--- config.mk ---
export PLATFORM = sky130hd
export DESIGN_NAME = win_curs_ctrl
export DESIGN_NICKNAME = d
export VERILOG_FILES = /design/src/rtl/gol_pkg.sv /design/src/rtl/auto_repeat.sv /design/src/rtl/win_curs_ctrl.sv
export SDC_FILE = /design/constraint.sdc
export NUM_CORES = 1
export LEC_CHECK = 0
export CAP_MARGIN = 0
export CORE_MARGIN = 2
export CORE_UTILIZATION = 62
export CTS_BUF_LIST = sky130_fd_sc_hd__clkbuf_8
export CTS_CLUSTER_DIAMETER = 60
export DETAILED_ROUTE_END_ITERATION = 10
export GPL_TIMING_DRIVEN = 1
export PLACE_DENSITY = 0.85
export SLEW_MARGIN = 15
export SYNTH_ARGS = -nofsm -noshare
export SYNTH_HDL_FRONTEND = slang
export SYNTH_SLANG_ARGS = --single-unit
export TNS_END_PERCENT = 30
--- constraint.sdc ---
create_clock -name clk -period 12.4 [get_ports clk]
set_input_delay 2.48 -clock clk [delete_from_list [all_inputs] [get_ports clk]]
set_output_delay 2.48 -clock clk [all_outputs]
set_load 0.02 [all_outputs]
--- src/rtl/gol_pkg.sv ---
// Shared command, direction and auto-repeat state types for the Game of Life
// viewer window/cursor controller.
package gol_pkg;

  typedef struct packed {
    logic move_up;
    logic move_down;
    logic move_left;
    logic move_right;
    logic move_mode;   // 0 = cursor, 1 = window
    logic zoom_in;
    logic zoom_out;
  } WC_CMDS;

  typedef enum logic [2:0] {NONE, UP, DOWN, LEFT, RIGHT} DIR_E;
  typedef enum logic [1:0] {IDLE, DELAY, REPEAT} REP_STATE_E;

  function automatic logic [2:0] n_held(input logic [3:0] d);
    return 3'(d[0]) + 3'(d[1]) + 3'(d[2]) + 3'(d[3]);
  endfunction

endpackage

--- src/rtl/auto_repeat.sv ---
// Turns held direction levels into step pulses: one on press, one after
// REPEAT_DLY ticks, then one every REPEAT_PER ticks while the same button stays held.
module auto_repeat
  import gol_pkg::*;
#(
  parameter int REPEAT_DLY = 16,
  parameter int REPEAT_PER = 4
) (
  input  logic       clk,
  input  logic       rst_b,
  input  logic       i_tick,
  input  logic [3:0] i_dirs,       // {up, down, left, right}
  output logic [3:0] o_step,
  output logic       o_err_multi
);

  localparam int CMAX = (REPEAT_DLY > REPEAT_PER) ? REPEAT_DLY : REPEAT_PER;
  localparam int CW   = $clog2(CMAX + 1);
  localparam logic [CW-1:0] DLY_LAST = CW'(REPEAT_DLY - 1);
  localparam logic [CW-1:0] PER_LAST = CW'(REPEAT_PER - 1);

  REP_STATE_E    r_state, w_state_nxt;
  DIR_E          r_dir, w_dir, w_dir_nxt;
  logic [CW-1:0] r_cnt, w_cnt_nxt;
  logic          r_err;
  logic          w_fire;

  // NONE covers both "nothing held" and "several held"
  always_comb begin
    case (i_dirs)
      4'b1000: w_dir = UP;
      4'b0100: w_dir = DOWN;
      4'b0010: w_dir = LEFT;
      4'b0001: w_dir = RIGHT;
      default: w_dir = NONE;
    endcase
  end

  always_comb begin
    w_state_nxt = r_state;
    w_dir_nxt   = r_dir;
    w_cnt_nxt   = r_cnt;
    w_fire      = 1'b0;
    if (w_dir == NONE || (r_state != IDLE && w_dir != r_dir)) begin
      w_state_nxt = IDLE;
      w_cnt_nxt   = '0;
    end else begin
      case (r_state)
        IDLE: begin
          w_fire      = 1'b1;
          w_dir_nxt   = w_dir;
          w_cnt_nxt   = '0;
          w_state_nxt = DELAY;
        end
        DELAY, REPEAT: begin
          if (i_tick) begin
            if (r_cnt == ((r_state == DELAY) ? DLY_LAST : PER_LAST)) begin
              w_fire      = 1'b1;
              w_cnt_nxt   = '0;
              w_state_nxt = REPEAT;
            end else begin
              w_cnt_nxt = r_cnt + 1'b1;
            end
          end
        end
        default: w_state_nxt = IDLE;
      endcase
    end
  end

  always_ff @(posedge clk or negedge rst_b) begin
    if (!rst_b) begin
      r_state <= IDLE;
      r_dir   <= NONE;
      r_cnt   <= '0;
      r_err   <= 1'b0;
    end else begin
      r_state <= w_state_nxt;
      r_dir   <= w_dir_nxt;
      r_cnt   <= w_cnt_nxt;
      r_err   <= (n_held(i_dirs) > 3'd1);
    end
  end

  assign o_step      = w_fire ? i_dirs : 4'b0000;
  assign o_err_multi = r_err;

endmodule

--- src/rtl/win_curs_ctrl.sv ---
// Window/cursor/zoom controller for the Game of Life viewer.
// Define WC_WRAP_EN for a toroidal board (window wraps, no clamping).
module win_curs_ctrl
  import gol_pkg::*;
#(
  parameter int K          = 7,
  parameter int ZW         = 3,
  parameter int ZMIN       = 2,
  parameter int ZMAX       = 6,
  parameter int INIT_ZOOM  = 4,
  parameter int REPEAT_DLY = 16,
  parameter int REPEAT_PER = 4
) (
  input  logic          clk,
  input  logic          rst_b,
  input  logic          tick,
  input  logic          run_mode,
  input  WC_CMDS        wc_cmds,
  output logic [ZW-1:0] zoom_lvl,
  output logic [K:0]    win_numCells,
  output logic [K-1:0]  winR,
  output logic [K-1:0]  winC,
  output logic [K-1:0]  cursR,
  output logic [K-1:0]  cursC,
  output logic [K-1:0]  abs_cursR,
  output logic [K-1:0]  abs_cursC,
  output logic          err_multi
);

`ifdef WC_WRAP_EN
  localparam bit WRAP = 1'b1;
`else
  localparam bit WRAP = 1'b0;
`endif
  localparam logic [K:0]   B_L      = (K+1)'(1) << K;
  localparam logic [K-1:0] CURS_RST = K'((1 << INIT_ZOOM) / 2);

  logic [ZW-1:0]  r_zoom;
  logic [K-1:0]   r_winR, r_winC, r_cursR, r_cursC;
  logic           r_run_q;
  logic [3:0]     w_step;
  logic [K:0]     w_n, w_n2;
  logic [K-1:0]   w_half, w_absR, w_absC;
  logic           w_zin, w_zout, w_run_rise, w_cur_mode;
  logic [2*K-1:0] w_stepR, w_stepC, w_zoomR, w_zoomC;

  // One axis of a step; returns {win, curs}. neg/pos select the direction.
  function automatic logic [2*K-1:0] f_step(
    input logic [K-1:0] win,
    input logic [K-1:0] curs,
    input logic [K:0]   n,
    input logic         neg,
    input logic         pos,
    input logic         cur_mode
  );
    logic [K:0]   lo, hi, c_ext, w_end;
    logic [K-1:0] w, c;
    logic         can_dec, can_inc;
    w       = win;
    c       = curs;
    c_ext   = {1'b0, curs};
    w_end   = {1'b0, win} + n;
    lo      = (n < (K+1)'(4)) ? '0 : (n >> 2);
    hi      = (n < (K+1)'(4)) ? (n - 1'b1) : (n - (n >> 2) - 1'b1);
    can_dec = WRAP || (win != '0);
    can_inc = WRAP || (w_end < B_L);
    if (cur_mode && neg) begin
      if (c_ext > lo)        c = c - 1'b1;
      else if (can_dec)      w = w - 1'b1;
      else if (c != '0)      c = c - 1'b1;
    end else if (cur_mode && pos) begin
      if (c_ext < hi)              c = c + 1'b1;
      else if (can_inc)            w = w + 1'b1;
      else if (c_ext < n - 1'b1)   c = c + 1'b1;
    end else if (neg && can_dec) begin
      w = w - 1'b1;
    end else if (pos && can_inc) begin
      w = w + 1'b1;
    end
    return {w, c};
  endfunction

  // Re-centre one axis on absolute cell a for new window side n2; returns {win, curs}.
  function automatic logic [2*K-1:0] f_zoom(input logic [K-1:0] a, input logic [K:0] n2);
    logic [K:0]   h, lim;
    logic [K-1:0] w;
    h   = n2 >> 1;
    lim = B_L - n2;
    if (WRAP)                        w = a - K'(h);
    else if ({1'b0, a} < h)          w = '0;
    else if ({1'b0, a} - h > lim)    w = K'(lim);
    else                             w = a - K'(h);
    return {w, a - w};
  endfunction

  auto_repeat #(
    .REPEAT_DLY (REPEAT_DLY),
    .REPEAT_PER (REPEAT_PER)
  ) u_rep (
    .clk         (clk),
    .rst_b       (rst_b),
    .i_tick      (tick),
    .i_dirs      ({wc_cmds.move_up, wc_cmds.move_down, wc_cmds.move_left, wc_cmds.move_right}),
    .o_step      (w_step),
    .o_err_multi (err_multi)
  );

  assign w_n        = (K+1)'(1) << r_zoom;
  assign w_half     = K'(w_n >> 1);
  assign w_absR     = r_winR + r_cursR;
  assign w_absC     = r_winC + r_cursC;
  assign w_run_rise = run_mode & ~r_run_q;
  assign w_cur_mode = ~wc_cmds.move_mode & ~run_mode;
  assign w_zin      = wc_cmds.zoom_in & ~wc_cmds.zoom_out & (r_zoom > ZW'(ZMIN));
  assign w_zout     = wc_cmds.zoom_out & ~wc_cmds.zoom_in & (r_zoom < ZW'(ZMAX));
  assign w_n2       = w_zin ? (w_n >> 1) : (w_n << 1);
  assign w_stepR    = f_step(r_winR, r_cursR, w_n, w_step[3], w_step[2], w_cur_mode);
  assign w_stepC    = f_step(r_winC, r_cursC, w_n, w_step[1], w_step[0], w_cur_mode);
  assign w_zoomR    = f_zoom(w_absR, w_n2);
  assign w_zoomC    = f_zoom(w_absC, w_n2);

  // Priority: run-mode entry recentre, then zoom, then a step
  always_ff @(posedge clk or negedge rst_b) begin
    if (!rst_b) begin
      r_zoom  <= ZW'(INIT_ZOOM);
      r_winR  <= '0;
      r_winC  <= '0;
      r_cursR <= CURS_RST;
      r_cursC <= CURS_RST;
      r_run_q <= 1'b0;
    end else begin
      r_run_q <= run_mode;
      if (w_run_rise) begin
        r_cursR <= w_half;
        r_cursC <= w_half;
      end else if (w_zin || w_zout) begin
        r_zoom            <= w_zin ? (r_zoom - 1'b1) : (r_zoom + 1'b1);
        {r_winR, r_cursR} <= w_zoomR;
        {r_winC, r_cursC} <= w_zoomC;
      end else begin
        {r_winR, r_cursR} <= w_stepR;
        {r_winC, r_cursC} <= w_stepC;
      end
    end
  end

  assign zoom_lvl     = r_zoom;
  assign win_numCells = w_n;
  assign winR         = r_winR;
  assign winC         = r_winC;
  assign cursR        = r_cursR;
  assign cursC        = r_cursC;
  assign abs_cursR    = w_absR;
  assign abs_cursC    = w_absC;

endmodule

==> metrics.txt <==
status=finished clean; fin crit share=70.93%; Worst Setup Path Type=in2reg; Clock Tree Buf Depth=2; Synth Flop Type=dfrtp_1; most frequent cells in the layout=128 x ha_1, 87 x nand2_1, 74 x a21oi_1; clk_lat worst skew=0.33 ns; RSZ-0062 raised after global routing=false; fin crit period=8.796 ns; GR Util All Layers=36.32%; FMAX=113.7 MHz; Ys Warns=0; Num Clock Sinks=43; CTS tree=done; die area=12,630 µm²; H-tree depth=2; final WL=23.04 mm; Synth Area in Adders=24.24%; DP HPWL=17.70 mm; first-pass GRT wire length=36.55 mm; CP Capture Type=register; Mean Syn Cell Area=7.841 µm²; XOR/XNOR Fraction of Synth Area=6.355%; Hold Crit Class=reg2reg; register area share after synthesis=14.82%; slew margin rel.=42.13%; Least-Margin Pin Slew=0.8680 ns; Compound-Gate Fraction of Synth Area=28.84%; IO buf count=64; Rows=39; mux cell area share after synthesis=1.288%; largest net degree at the start of global routing=46; crit path launch type=input pin; DRT Pass-1 Iters=5; post-synthesis register bit count=43; # DRC=0; Mapped Area=7284 µm²; fraction of the mapped netlist area in simple logic gates=19.08%; IO Count=65; gr ovfl total=0; DR vias/cell=6.755; chip width=112.4 µm; Max-cap violations=0; clk root buf=clkbuf_8; hold buffers post-CTS=0; Max Fanout on Critical Path=17; clock transition at the registers of the reported paths=0.11 ns; Synth cell types=88; final setup skew=0.01212 ns; commonest non-fill, non-tap cell in the layout=ha_1; TritonCTS buffer count=5; area grow syn2layout=12.06%; post-CTS sizing=0; nets=1,122; initial DRC count=845; postcts setup bufs=0; final setup vio count=0; DR WL/cell=20.55 µm; ys async rst share=100.0%; WP data arrival=9.07 ns; Final ANT Viol Nets=0; Final GP Congestion=0.9979; Util after Layout=71.49%; filler cell count=949; Final Max Slew Viols=0; Core Region=11,420 µm²; vias in the first global route=6,934; cells after synthesis=929; Reg area=1080 µm²; layout cell share with drive strength beyond 1=5.317%; number of enable flip-flop cells after synthesis=0; total number of vias=7,572; largest family of logic cells by synthesized area=compound AO/OA/AOI/OAI gates; initial antenna violation count=0; final hold violations=0; Placed Cells incl. Taps=1,112; initial core utilization=63.80%; # diodes=0; Die Y=112.4 µm; Final Non-Filler Cells=1,121; multi-input logic area=5831 µm²; Setup TNS=0 ns; Req. time, crit path=12.67 ns
[per-stage QoR]
stage	instance area [µm²]	hold slack (ns)	setup slack (ns)
after CTS	8143	0.5239	3.737
after global routing	8163	0.5578	3.173
final	8163	0.5215	3.604
after detailed placement	8010	0.5044	3.379
after global placement	8010	0.4890	3.560
after floorplan	7288	0.4793	4.704
[sequential cells by signal, summed over array words and instances, names as in the netlist]
| register | flops |
|---|---|
| cursC | 7 |
| cursR | 7 |
| winC | 7 |
| winR | 7 |
| u_rep.r_cnt | 5 |
| u_rep.r_dir | 3 |
| zoom_lvl | 3 |
| u_rep.r_state | 2 |
| r_run_q | 1 |
| u_rep.o_err_multi | 1 |
[logic make-up after synthesis]
group,after synthesis
AOI/OAI and AO/OA,312
and+or+nand+nor,280
adders and majority gates,138
buffers and inverters,93
xor gates and xnor gates,52
DFF,43
muxes,9
other,2
[Yosys cell counts (all sizes together) (7+ instances only)]
master	number	share of area [%]
and2	9	0.77
nand4	13	1.1
a21oi	74	5.1
nor2b	12	1.0
o21a	8	0.82
nor2	69	3.6
nor3	15	1.1
o31ai	9	0.93
or3	9	0.77
inv	60	3.1
nor4	7	0.60
xnor2	38	4.6
clkbuf	21	1.1
buf	12	1.1
nand3	18	1.2
nand2	87	4.5
a31oi	13	1.1
a211oi	16	1.6
dfrtp	40	14
o21ai	72	5.0
xor2	14	1.8
a21o	24	2.5
o22ai	7	0.60
ha	128	22
nand2b	9	0.91
o211ai	9	1.1
[area by class of cell]
| cell class | instances | area share (%) |
|---|---|---|
| clock buffers | 5 | 0.8430 |
| repair buffers | 73 | 8.768 |
| inverters | 60 | 2.759 |
| multi-input cells | 794 | 71.43 |
| well taps | 143 | 2.192 |
| flip-flops and latches | 43 | 13.23 |
| clock inverters | 3 | 0.7817 |
[worst paths after layout]
| path | start | end | slack [ns] | depth (start not counted) |
|---|---|---|---|---|
| max reg2reg | zoom_lvl[0] | cursC[3] | 5.45 | 25 |
| min | u_rep.r_dir[2] | u_rep.r_dir[2] | 0.52 | 1 |
| min reg2reg | u_rep.r_dir[2] | u_rep.r_dir[2] | 0.52 | 1 |
| max in group asynchronous | rst_b | zoom_lvl[2] | 9.79 | 2 |
| min in group asynchronous | rst_b | u_rep.o_err_multi | 2.04 | 1 |
| max | wc_cmds[1] | cursC[3] | 3.60 | 25 |
[metal layers]
layer	wire length [µm]	global-route usage, %	vias up
met2	10270	56.99	428
met5	0	0	-
met4	1129	16.99	0
met1	9340	48.80	3522
li1	-	-	3536
met3	2298	6.425	86
[critical path, stage by stage]
cell and delay [ns]:
clkdlybuf4s50_1 0.56, nand2b_1 0.36, a21oi_1 0.49, xnor2_1 0.12, ha_1 0.25, and2_1 0.16, a2111oi_0 0.38, o311ai_1 0.19
o211a_1 0.18, or4_1 0.50, and2_1 0.18, ha_1 0.28, nand4_1 0.12, nor2_1 0.07, a211oi_1 0.56, nor2_1 0.24
or2_2 0.33, a21o_1 0.18, ha_1 0.32, a21oi_1 0.31, xnor2_1 0.12, xnor2_1 0.14, o21ai_0 0.15, a21oi_1 0.08
mux2_2 0.30
Power is not shown: default switching activity piles up to over one toggle a cycle in this logic, so the estimate is an artifact.
